[src/rtl/riscv_alu.sv]
// rtl/riscv_alu.sv - 32-bit RISC-V execute-stage ALU with registered result/zero copy
// Optional shifter (SLL/SRL/SRA) enabled by defining ALU_SHIFT_EN.

module riscv_alu (
    input  logic        clk,
    input  logic        rst_n,
    input  logic [3:0]  alu_op,
    input  logic [31:0] in_a,
    input  logic [31:0] in_b,
    output logic [31:0] result,
    output logic        zero,
    output logic        overflow,
    output logic [31:0] result_q,
    output logic        zero_q
);

    localparam logic [3:0] OP_AND  = 4'b0000;
    localparam logic [3:0] OP_OR   = 4'b0001;
    localparam logic [3:0] OP_ADD  = 4'b0010;
    localparam logic [3:0] OP_XOR  = 4'b0011;
    localparam logic [3:0] OP_SLL  = 4'b0100;
    localparam logic [3:0] OP_SRL  = 4'b0101;
    localparam logic [3:0] OP_SUB  = 4'b0110;
    localparam logic [3:0] OP_SLT  = 4'b0111;
    localparam logic [3:0] OP_SRA  = 4'b1000;
    localparam logic [3:0] OP_SLTU = 4'b1001;

    logic [31:0] w_sum;
    logic [31:0] w_diff;
    logic        w_add_ovf;
    logic        w_sub_ovf;
    logic        w_slt;
    logic        w_sltu;
    logic [31:0] w_result;
    logic        w_overflow;

    logic [31:0] r_result_q;
    logic        r_zero_q;

    assign w_sum  = in_a + in_b;
    assign w_diff = in_a - in_b;

    // Signed overflow from sign bits: ADD when like signs flip, SUB when unlike signs flip a's sign.
    assign w_add_ovf = (in_a[31] == in_b[31]) && (w_sum[31]  != in_a[31]);
    assign w_sub_ovf = (in_a[31] != in_b[31]) && (w_diff[31] != in_a[31]);

    assign w_slt  = $signed(in_a) < $signed(in_b);
    assign w_sltu = in_a < in_b;

`ifdef ALU_SHIFT_EN
    logic [4:0]  w_shamt;
    logic [31:0] w_sll;
    logic [31:0] w_srl;
    logic [31:0] w_sra;

    assign w_shamt = in_b[4:0];
    assign w_sll   = in_a << w_shamt;
    assign w_srl   = in_a >> w_shamt;
    assign w_sra   = $unsigned($signed(in_a) >>> w_shamt);
`endif

    always_comb begin
        w_result   = 32'h0;
        w_overflow = 1'b0;
        case (alu_op)
            OP_AND:  w_result = in_a & in_b;
            OP_OR:   w_result = in_a | in_b;
            OP_ADD: begin
                w_result   = w_sum;
                w_overflow = w_add_ovf;
            end
            OP_XOR:  w_result = in_a ^ in_b;
            OP_SUB: begin
                w_result   = w_diff;
                w_overflow = w_sub_ovf;
            end
            OP_SLT:  w_result = {31'h0, w_slt};
            OP_SLTU: w_result = {31'h0, w_sltu};
`ifdef ALU_SHIFT_EN
            OP_SLL:  w_result = w_sll;
            OP_SRL:  w_result = w_srl;
            OP_SRA:  w_result = w_sra;
`endif
            default: begin
                w_result   = 32'h0;
                w_overflow = 1'b0;
            end
        endcase
    end

    assign result   = w_result;
    assign zero     = (w_result == 32'h0);
    assign overflow = w_overflow;

    always_ff @(posedge clk) begin
        if (!rst_n) begin
            r_result_q <= 32'h0;
            r_zero_q   <= 1'b1;
        end else begin
            r_result_q <= w_result;
            r_zero_q   <= (w_result == 32'h0);
        end
    end

    assign result_q = r_result_q;
    assign zero_q   = r_zero_q;

endmodule

[config.mk]
export PLATFORM = sky130hd
export DESIGN_NAME = riscv_alu
export DESIGN_NICKNAME = d
export VERILOG_FILES = /design/src/rtl/riscv_alu.sv
export SDC_FILE = /design/constraint.sdc
export NUM_CORES = 1
export LEC_CHECK = 0
export ABC_AREA = 1
export CORE_MARGIN = 4
export CORE_UTILIZATION = 55
export CTS_CLUSTER_DIAMETER = 200
export CTS_CLUSTER_SIZE = 16
export DETAILED_ROUTE_END_ITERATION = 8
export PLACE_DENSITY = 0.82
export SYNTH_ARGS = -nofsm -noshare
export SYNTH_HDL_FRONTEND = slang
export SYNTH_SLANG_ARGS = --single-unit
[constraint.sdc]
create_clock -name clk -period 6.9 [get_ports clk]
set_input_delay 0.69 -clock clk [delete_from_list [all_inputs] [get_ports clk]]
set_output_delay 0.69 -clock clk [all_outputs]
set_load 0.01 [all_outputs]
Word level (Yosys, flattened, before mapping)
Index checks and enable logic that the tools add are counted.

word-level totals
  register bits = 33
  word-level logic and storage cells = 25

cells by class
  add/sub/neg operators = 2
  magnitude comparators = 2
  equality and inequality tests = 10
  multiplexer cells = 2
  bitwise logic cells = 3
  reduce and logical (&&, ||, !) cells = 4

operators by type and width
  operator                                       number
  one-hot mux 32 bit (7 select lines)            1
  < comparator 32 bit                            2
  adder 32 bit                                   1
  AND 32 bit                                     1
  logical NOT 32 bit                             1
  bitwise OR 32 bit                              1
  subtractor 32 bit                              1
  XOR 32 bit                                     1
  == test 4 x 2 -> 1 bit, second input constant  2
  == test 4 x 3 -> 1 bit, second input constant  2
  == test 4 x 1 -> 1 bit, second input constant  1
  == test 4 bit, second input constant           1
  logical NOT 4 bit                              1
  inequality test 1 bit                          3
  logical AND 1 bit                              2
  one-hot mux 1 bit (2 select lines)             1
  == test 1 bit                                  1

Longest topological paths before layout
  depth after elaboration = 4
  gate-level depth with buffers = 22
  depth with buffers taken out = 21

Worst setup path after synthesis
OpenSTA, ideal clock, no wires.

  path type = input-to-output
  start = input port in_a[0]
  end = output port zero
  data arrival time = 2.659 ns
  data required time = 6.210 ns
  path slack = 3.551 ns
  stages = 20
  buffers on the path = 0
  cells stage by stage = inv_1 > ha_1 > fa_1 > nor2_1 > nand2_1 > nand3_1 > nand2_1 > nand2_1 > nand2_1 > nand2_2 > nand3_2 > nand3_1 > nand2_1 > nand2_1 > nand2_1 > nor2_1 > nand2_1 > nor2_1 > nand2_1 > inv_1

on the way
  cells in the longest elaborated chain, start to end = 3
  elaborated cells between the ends (all ways) = 9

ends and longest elaborated chain
  what                                       line  text
  from (decl)                                8     input logic [31:0] in_a,
  subtractor 32 bit (tied with other cells)  41    assign w_diff = in_a - in_b;
  one-hot mux 32 bit (7 select lines) (*)    65    case (alu_op)
  via result[0]                              10    output logic [31:0] result,
  logical NOT 32 bit (*)                     92    assign zero = (w_result == 32'h0);
  to (decl)                                  11    output logic zero,

The timed path passes the listed nets; every way through them passes the cells marked *.

Worst setup path after layout
  start = input port in_a[19]
  end = output port zero

on the way
  cells in the longest elaborated chain, start to end = 3
  elaborated cells between the ends (all ways) = 9

ends and longest elaborated chain
  what                                       line
  subtractor 32 bit (tied with other cells)  41
  one-hot mux 32 bit (7 select lines) (*)    65
  logical NOT 32 bit (*)                     92

Every way passes the cells marked *; elsewhere a longest branch is shown, timed or not.

==> impl_metrics.ini <==
[timing]
fin_crit_ps = 5113
finalCritPeriodShare_pct = 74.10
rsz0062_at_grt = no
worst_pin_slew_ps = 808.1
fin_tns_setup_ps = 0
max_clock_freq_mhz = 195.6
setup_viol = 0
final_max_slew_viol_count = 0
worst_slack_ps = 1787
relSlewSlack_pct = 45.96
fin_hold_ws_ps = 1170
hold_viol_final = 0

[setup_path]
critical_path.slowest_cell = o21ai_0
crit_chain = clkdlybuf4s50_1, inv_1, ha_1, o21ai_0, nand2_1, nand2_1, inv_1, nand2_1, a21oi_1, nand2_1, nand2_1, nand3_1, nand3_1, nor2_1, nand3_1, nor2_1, nand2_1, inv_1, clkdlybuf4s50_1
crit_top_cell = nand2_1
cp_max_fo = 9
crit_type = in -> out
cp-end-kind = output port
crit_path_start_kind = input pin
cpPeakStageDelay_ps = 650
cp.arrival_ps = 4420
crit_required_ps = 6210

[synthesis]
netlist_instances = 1501
synthAdderAreaFrac_pct = 16.13
yosysSeqAreaShare_pct = 8.414
yosysTopAreaCell = nand2_1
synth_xor_area_share_pct = 0.2231
ys_top_cells_by_count = nand2_1, inv_1, nand3_1
synth_mux_area_share_pct = 0
synth-compound-area-share_pct = 10.66
synth_most_common_cell = nand2_1
ys_types = 37
synth_warnings = 0
avgSynthCellArea_um2 = 5.231
ys.flop_type = dfxtp_1
yosys.area.top_type_share_pct = 23.19
yosys_register_bits = 33
synth_area_leaders = nand2_1, inv_1, ha_1, nand3_1, dfxtp_1
syn-cell-area_mm2 = 0.007851
async_flop_share_pct = 0
synth_nets = 1671
synth_top_family_by_area = simple AND/OR/NAND/NOR gates
synth-simple-area-share_pct = 43.54
synth_edf_count = 0

[outcome]
status = finished, final reports clean

[detailed_routing]
route.detailed.drc = 0
dr.first_iter.drc_count = 1466
first_pass_iters = 6
wl_um = 31360
vias = 10070
vias_per_cell = 5.630
ant_nets = 0
wl_per_cell_um = 17.54

[clock_tree]
cts_tree = done
tritoncts.num_buffers = 5
cts-root-buf = clkbuf_16
h-tree-depth = 2
holdBufCountCts = 0
ctsLongestPathBuffers = 2
postCtsSetupBuffers = 0
clk_pin_slew_ps = 60
cts_resized = 0
clock-sinks = 33

[pwr]
power_frac_clock_pct = 24.1
p_seq_share_pct = 17.5
comb_power_share_pct = 58.3
p_leak_nw = 5.594
p_sw_share_pct = 47.01
ir_drop_v = 0.0001010
switchingPower_uw = 546.2
powerDensity_mw_per_mm2 = 124.2
internal-power_uw = 615.7

[layout]
antenna_cells = 0
utilization_pct = 67.11
area_growth_pct = 19.11
fin_cells = 1788
regArea_um2 = 660.6
fillerInstances = 1380
multi_input_area_mm2 = 0.005539
drive_above_1_share_pct = 2.550
fin_nets = 1777

[die]
die_h_um = 127.5
core.rowCount = 43
core_mm2 = 0.01393
start_util_pct = 56.34
die_area_mm2 = 0.01625
dieWidth_um = 127.5
io_pins = 137

[grt]
antenna_found_initial = 0
grt_pass1_vias = 9255
grt_max_degree = 33
grt_pass1_wl_um = 48580
grt_overflow_total = 0
grt_use_total_pct = 37.78

[place]
dpl.cell_count = 1780
port_buffers = 136
post-place-ws_ps = 1925
gp_congestion = 1.053
dp_hpwl_um = 26170

[min_path]
hold_class = in -> reg

[run]
maxCapViolCount = 0
## metrics by stage
stage / instance area (um2) / total power [mW]
floorplan: 7851 / 0.6224
global placement: 9179 / 0.8517
detailed placement: 9179 / 0.8587
CTS: 9351 / 1.134
global route: 9351 / 1.230
finish: 9351 / 1.162
## worst max-delay path, delay by kind of cell
kind,cells,cell delay (ps)
buffers and inverters,5,1250
and+or+nand+nor,11,1250
AOI/OAI and AO/OA,2,760
adders and majority gates,1,470
## layout by cell type (no fill, tap or decap), types with 6 or more instances in the layout
master and instances:
a21oi_1 79, o21bai_1 6, dfxtp_1 33, nand2_2 7
a31oi_1 10, o21ai_0 22, nand2_1 485, nor2_1 115
nor3_1 10, ha_1 98, nand4_1 18, nand3_1 147
clkdlybuf4s50_1 136, inv_1 360, o22ai_1 29, nor2_2 7
## layout make-up
cell class                 instances  share of cell area [%]
clock inverter                     1                  0.3211
tap                              180                   2.408
sequential                        33                   7.064
inverter                         363                   14.57
timing repair buffer             140                   14.88
clock buffer                       7                   1.525
multi-input combinational       1064                   59.23
## kinds of logic (layout without fill, tap and decap cells)
logic type / count (synthesis) / in the layout
xor+xnor: 2 / 2
buf+inv: 404 / 511
simple gates: 811 / 811
compound gates: 151 / 151
flops: 33 / 33
fa+ha+maj: 100 / 100
## final timing paths
check,from,endpoint,slack [ps],cells after the start
max,in_a[19],zero,1790,19
min,alu_op[2],result_q[0],1170,5
## layer usage
layer	up-vias	routed length [um]	track usage [%]
li1	4778	-	-
met1	4458	12880	52.52
met2	724	13140	59.12
met3	107	4141	5.769
met4	0	1200	13.63
met5	-	0	0
## power by group through the flow
stage	sequential [mW]	clock (mW)	combinational [mW]
after detailed placement	0.208	0	0.650
after global routing	0.205	0.286	0.739
final	0.204	0.281	0.677
after floorplan	0.214	0	0.409
after CTS	0.204	0.277	0.654
after global placement	0.208	0	0.644
## sequential cells by signal, indices dropped and copies added (netlist names)
signal	cells
result_q	32
zero_q	1
(Power assumes the default switching activity.)
